**src/rtl/qupls4_decode_queue_if.sv**
```systemverilog
// Handshake bundle between the decoder, the decode queue and the rename stage.
interface qupls4_decode_queue_if #(
  parameter int DEPTH = 8,
  parameter int DW    = 512
);
  logic                     flush;
  logic                     in_v;
  logic [DW-1:0]            in_data;
  logic                     dec_en;
  logic                     out_v;
  logic [DW-1:0]            out_data;
  logic                     out_rdy;
  logic [$clog2(DEPTH):0]   count;
  logic                     ovf;

  modport master (
    output flush, in_v, in_data, out_rdy,
    input  dec_en, out_v, out_data, count, ovf
  );

  modport slave (
    input  flush, in_v, in_data, out_rdy,
    output dec_en, out_v, out_data, count, ovf
  );
endinterface

```
**src/rtl/qupls4_decode_queue.sv**
```systemverilog
// Decode queue: first-word fall-through circular buffer between the decoder and rename,
// with a registered decoder enable that leaves SLACK entries for in-flight micro-ops.
module qupls4_decode_queue #(
  parameter int DEPTH = 8,
  parameter int DW    = 512,
  parameter int SLACK = 2
) (
  input  logic                          clk,
  input  logic                          rst,
  qupls4_decode_queue_if.slave          bus
);
  localparam int AW = $clog2(DEPTH);
  localparam int CW = AW + 1;

  logic [DW-1:0] mem [DEPTH];
  logic [AW-1:0] wp, rp;
  logic [CW-1:0] cnt, cnt_nxt;
  logic          dec_en_q, ovf_q;
  logic          push, pop, drop;

  always_comb begin
    pop  = (cnt != '0) & bus.out_rdy & ~bus.flush;
    push = bus.in_v & ~bus.flush & ((cnt < CW'(DEPTH)) | pop);
    drop = bus.in_v & ~bus.flush & (cnt == CW'(DEPTH)) & ~pop;
    cnt_nxt = cnt;
    if (bus.flush)
      cnt_nxt = '0;
    else if (push & ~pop)
      cnt_nxt = cnt + 1'b1;
    else if (pop & ~push)
      cnt_nxt = cnt - 1'b1;
  end

  always_ff @(posedge clk) begin
    if (rst) begin
      wp       <= '0;
      rp       <= '0;
      cnt      <= '0;
      dec_en_q <= 1'b1;
      ovf_q    <= 1'b0;
    end else begin
      cnt      <= cnt_nxt;
      dec_en_q <= (cnt_nxt <= CW'(DEPTH - SLACK));
      if (drop)
        ovf_q <= 1'b1;
      if (bus.flush) begin
        wp <= '0;
        rp <= '0;
      end else begin
        // Power-of-two depth: pointers wrap naturally at DEPTH-1.
        if (push) wp <= wp + 1'b1;
        if (pop)  rp <= rp + 1'b1;
      end
    end
  end

  // Storage carries no reset; contents are only observed behind out_v.
  always_ff @(posedge clk) begin
    if (push && !rst)
      mem[wp] <= bus.in_data;
  end

  assign bus.out_v    = (cnt != '0);
  assign bus.out_data = mem[rp];
  assign bus.count    = cnt;
  assign bus.dec_en   = dec_en_q;
  assign bus.ovf      = ovf_q;
endmodule

```
**src/flat_wrapper.sv**
```systemverilog
// flat-port wrapper written by rule: the top's interface ports become plain ports
module qupls4_decode_queue_flat 
#(
  parameter int DEPTH = 8,
  parameter int DW    = 512,
  parameter int SLACK = 2
)
  (clk, rst, bus_flush, bus_in_v, bus_in_data, bus_out_rdy, bus_dec_en, bus_out_v, bus_out_data, bus_count, bus_ovf);
  qupls4_decode_queue_if #(.DEPTH(DEPTH), .DW(DW)) bus_i ();
  input  logic clk;
  input  logic rst;
  input wire logic [$bits(bus_i.flush)-1:0] bus_flush;
  input wire logic [$bits(bus_i.in_v)-1:0] bus_in_v;
  input wire logic [$bits(bus_i.in_data)-1:0] bus_in_data;
  input wire logic [$bits(bus_i.out_rdy)-1:0] bus_out_rdy;
  output wire logic [$bits(bus_i.dec_en)-1:0] bus_dec_en;
  output wire logic [$bits(bus_i.out_v)-1:0] bus_out_v;
  output wire logic [$bits(bus_i.out_data)-1:0] bus_out_data;
  output wire logic [$bits(bus_i.count)-1:0] bus_count;
  output wire logic [$bits(bus_i.ovf)-1:0] bus_ovf;
  assign bus_i.flush = bus_flush;
  assign bus_i.in_v = bus_in_v;
  assign bus_i.in_data = bus_in_data;
  assign bus_i.out_rdy = bus_out_rdy;
  assign bus_dec_en = bus_i.dec_en;
  assign bus_out_v = bus_i.out_v;
  assign bus_out_data = bus_i.out_data;
  assign bus_count = bus_i.count;
  assign bus_ovf = bus_i.ovf;
  qupls4_decode_queue #(.DEPTH(DEPTH), .DW(DW), .SLACK(SLACK)) u_core (.clk(clk), .rst(rst), .bus(bus_i));
endmodule
```
**config.mk**
```make
export PLATFORM = sky130hd
export DESIGN_NAME = qupls4_decode_queue_flat
export DESIGN_NICKNAME = d
export VERILOG_FILES = /design/src/rtl/qupls4_decode_queue_if.sv /design/src/rtl/qupls4_decode_queue.sv /design/src/flat_wrapper.sv
export SDC_FILE = /design/constraint.sdc
export NUM_CORES = 2
export LEC_CHECK = 0
export ABC_AREA = 1
export CAP_MARGIN = 5
export CORE_MARGIN = 2
export CORE_UTILIZATION = 30
export DETAILED_ROUTE_END_ITERATION = 6
export PLACE_DENSITY_LB_ADDON = 0.08
export RECOVER_POWER = 50
export SLEW_MARGIN = 30
export SYNTH_ARGS = -nofsm -noshare
export SYNTH_HDL_FRONTEND = slang
export SYNTH_SLANG_ARGS = --single-unit
```
**constraint.sdc**
```tcl
create_clock -name clk -period 83.4 [get_ports clk]
set_input_delay 8.34 -clock clk [delete_from_list [all_inputs] [get_ports clk]]
set_output_delay 8.34 -clock clk [all_outputs]
set_load 0.01 [all_outputs]
```
==> tab_implementation.tex <==
\begin{tabular}{lr}
\hline
Metric & Value \\
\hline
\multicolumn{2}{l}{\textbf{Setup path}} \\
Library cell contributing the largest single delay on the critical path & clkbuf\_1 \\
Data required time at the worst endpoint & 83.98 ns \\
Critical path peak fanout & 76 \\
Worst path top cell family by delay & buffers and inverters \\
Worst setup SP type & input port \\
Critical path arrival & 18.79 ns \\
Buffering stage count on the worst path with inverters included & 7 \\
Critical Path Most Common Cell & buf\_4 \\
Capturing element type of the critical path & flip-flop \\
CP cell instances & dlygate4sd3\_1 -> nor2\_1 -> nand2\_1 -> nor2\_1 -> inv\_1 -> nor4\_1 -> clkbuf\_1 -> buf\_4 -> buf\_4 -> buf\_4 -> buf\_4 \\
Crit path largest cell delay & 5.43 ns \\
Critical path type & in -> reg \\
\multicolumn{2}{l}{\textbf{Outcome}} \\
Result of the run & complete, but fails checks \\
Violated checks & capacitance limit, slew limit \\
\multicolumn{2}{l}{\textbf{CTS}} \\
TritonCTS clock tree & built \\
Post-CTS Setup Bufs & 0 \\
CTS-repair resized insts & 0 \\
CTS buffer count & 457 \\
Hold buffers post-CTS & 0 \\
Clock tree sinks & 4111 \\
Clock transition at the registers of the reported paths & 0.06 ns \\
Insertion delay of the later-clocked pin in the worst-skew pair & 0.99 ns \\
CTS Buffer Depth & 4 \\
Number of levels the H-tree was split into & 5 \\
Cell chosen for the clock root & clkbuf\_16 \\
\multicolumn{2}{l}{\textbf{STA}} \\
Setup violations, final & 0 \\
Worst-Margin Slew & 7.87 ns \\
Unrepaired setup endpoints after global routing & false \\
Clock tree skew after final layout & 0.0650 ns \\
Count of final max-slew check failures & 328 \\
Tcrit/Tclk final & 21.8\% \\
Highest clock rate & 0.0549 GHz \\
Final Hold Violating Endpoints & 0 \\
Relative slew margins & -425\% \\
Total negative slack for setup checks & 0 ns \\
Final min period & 18.22 ns \\
\multicolumn{2}{l}{\textbf{Synthesis}} \\
Top post-synthesis cells by count & 4096 x edfxtp\_1, 3089 x nor2\_1, 1559 x nand2\_1 \\
Gate Count Post-Synth & 11665 \\
Largest family of logic cells by synthesized area & simple AND/OR/NAND/NOR gates \\
Cell area after synthesis & 159000 µm² \\
Most common cell in the netlist & edfxtp\_1 \\
Mapped Avg Cell Area & 13.6 µm² \\
XOR/XNOR Fraction of Synth Area & 0.0165\% \\
Number of distinct library cells after synthesis & 24 \\
Portion of netlist area occupied by mux cells & 0\% \\
Most used flip-flop cell after synthesis & edfxtp\_1 \\
Seq/Total Area, Yosys & 77.6\% \\
Fraction of synthesis flops using an asynchronous set or reset pin & 0\% \\
Share of synthesized cell area in and, or, nand and nor gates & 11.0\% \\
Cell type contributing the most total cell area after synthesis & edfxtp\_1 \\
Top cells by area, synth & edfxtp\_1 77\%, nor2\_1 7.3\%, o32ai\_1 5.6\% \\
Share of the synthesized area in the top cell type & 77.4\% \\
Share of synthesized cell area in full adder, half adder and majority cells & 0.0394\% \\
Complex-gate fraction of the synthesized area & 8.90\% \\
Syn\_nets & 12187 \\
Number of flops mapped to enable cells by yosys & 4096 \\
Total number of yosys warnings & 0 \\
FF+latch count, synth & 4111 \\
\multicolumn{2}{l}{\textbf{Detailed routing}} \\
DRC & 0 \\
Detailed Route WL & 497000 µm \\
Via-to-Cell Ratio & 4.94 \\
Count of vias placed by the detailed router & 99136 \\
Average detailed-routed wire length per instance & 24.8 µm \\
Post-route antenna net violation count & 0 \\
First drt pass iteration count & 7 \\
Drt initial violations & 7066 \\
\multicolumn{2}{l}{\textbf{Finish}} \\
Count of non-filler cells in the finished layout & 20062 \\
Count of nets after finishing & 13093 \\
Area growth from synthesis to layout & 20.0\% \\
Final Core Density & 36.1\% \\
Post-route cell area & 191000 µm² \\
Layout cells sized above 1 & 6.21\% \\
Layout fillers & 50266 \\
\multicolumn{2}{l}{\textbf{Place}} \\
Placed cell count & 19099 \\
Placed instance area & 176000 µm² \\
Gpl congestion & 0.745 \\
Buffers on Ports & 1035 \\
Post-detailed-placement half-perimeter wirelength & 284000 µm \\
\multicolumn{2}{l}{\textbf{Hold path}} \\
Class of the worst hold path & reg -> reg \\
\multicolumn{2}{l}{\textbf{Die}} \\
I/O pin total & 1036 \\
DIE WIDTH & 732 µm \\
Initial Util & 30.1\% \\
Std-Cell Core Area & 528000 µm² \\
Number of placement rows & 267 \\
Area of the die & 536000 µm² \\
Die height & 732 µm \\
\multicolumn{2}{l}{\textbf{Power}} \\
Post-layout total power & 4360 µW \\
Worst-case vdd ir drop & 0.0174 mV \\
Leakage power summed over all cells & 0.0625 µW \\
Power density normalized to cell area & 22.8 nW/µm² \\
\multicolumn{2}{l}{\textbf{Global route}} \\
Antenna violations before repair & 333 \\
Pin count of the biggest net entering global routing & 232 \\
Global-route wire length before repair & 705000 µm \\
Overflow left after global routing & 0 \\
Combined global-route utilization of all metal layers & 17.8\% \\
Number of global-route vias before repair & 98550 \\
\multicolumn{2}{l}{\textbf{Job}} \\
Max-cap viol count & 9 \\
\hline
\end{tabular}
[cell type report]
| type | instances | area [µm²] | share of cell area, % |
|---|---|---|---|
| flip-flops and latches | 4111 | 123000 | 64.6 |
| well taps | 6994 | 8750 | 4.59 |
| clock buffers | 576 | 11900 | 6.26 |
| clock inverters | 273 | 2310 | 1.21 |
| multi-input cells | 6737 | 31800 | 16.7 |
| diodes | 107 | 268 | 0.140 |
| repair buffers | 1243 | 12300 | 6.46 |
| inverters | 21 | 103 | 0.0538 |
[path summary, 6_finish.rpt]
kind         depth (start not counted)  slack, ns           startpoint                 end
max                                 11      65.18            bus_flush  u_core.mem[2][252]
max reg2reg                         10      72.85  u_core.bus.count[3]  u_core.mem[2][252]
min                                  2       0.46       u_core.bus.ovf      u_core.bus.ovf
min reg2reg                          2       0.46       u_core.bus.ovf      u_core.bus.ovf
[sequential cells by signal, indices dropped and copies added (netlist names), named ones only]
| register | flops |
|---|---|
| u_core.mem | 4096 |
| u_core.rp | 3 |
| u_core.bus.count | 4 |
| u_core.bus.ovf | 1 |
| u_core.wp | 3 |
| u_core.bus.dec_en | 1 |
[layout by cell type, fill, tap and decap left out, drive strengths merged, types with 4 or more instances in the layout]
| cell | synthesis | routed |
|---|---|---|
| clkdlybuf4s50 | 0 | 521 |
| nand3 | 10 | 10 |
| clkinv | 1 | 225 |
| edfxtp | 4096 | 4096 |
| nand2 | 1559 | 1559 |
| dlygate4sd3 | 0 | 514 |
| buf | 381 | 202 |
| bufinv | 0 | 31 |
| inv | 20 | 30 |
| diode | 0 | 107 |
| nor2 | 3089 | 3089 |
| nor3 | 4 | 4 |
| a21oi | 8 | 8 |
| clkbuf | 415 | 582 |
| clkinvlp | 0 | 8 |
| dfxtp | 15 | 15 |
| o21ai | 1028 | 1028 |
| ha | 5 | 5 |
| o32ai | 1024 | 1024 |
[metal layers]
layer,GRT usage (%),vias up,wire [µm]
met5,0,-,805
met4,6.63,124,18900
met3,4.76,1097,34500
met2,29.7,2622,237000
met1,22.3,50300,206000
li1,-,44993,-
[per-stage QoR]
stage / worst slack [ns] / hold slack (ns)
after floorplan: 23.97 / 0.448
after global placement: 68.23 / 0.442
after detailed placement: 68.23 / 0.446
after CTS: 67.12 / 0.455
after global routing: 64.58 / 0.472
final: 65.18 / 0.456
[worst min-delay path: stages (launching register included)]
cell	delay, ns
dfxtp_1	0.31
inv_1	0.05
a21oi_1	0.05
[cells by family after synthesis]
family / after synthesis
AO/OA/AOI/OAI: 2060
XOR/XNOR: 3
adder cells (fa/ha/maj): 5
buffers and inverters: 817
flip-flops: 4111
AND/OR/NAND/NOR: 4669
[power breakdown]
group | switching (µW) | leakage [µW] | internal, µW | total [µW]
clock network | 826 | 0.00694 | 1110 | 1930
logic | 88.1 | 0.0185 | 51.1 | 139
registers | 2.46 | 0.0370 | 2280 | 2290
Power figures use the tool's default switching activity.
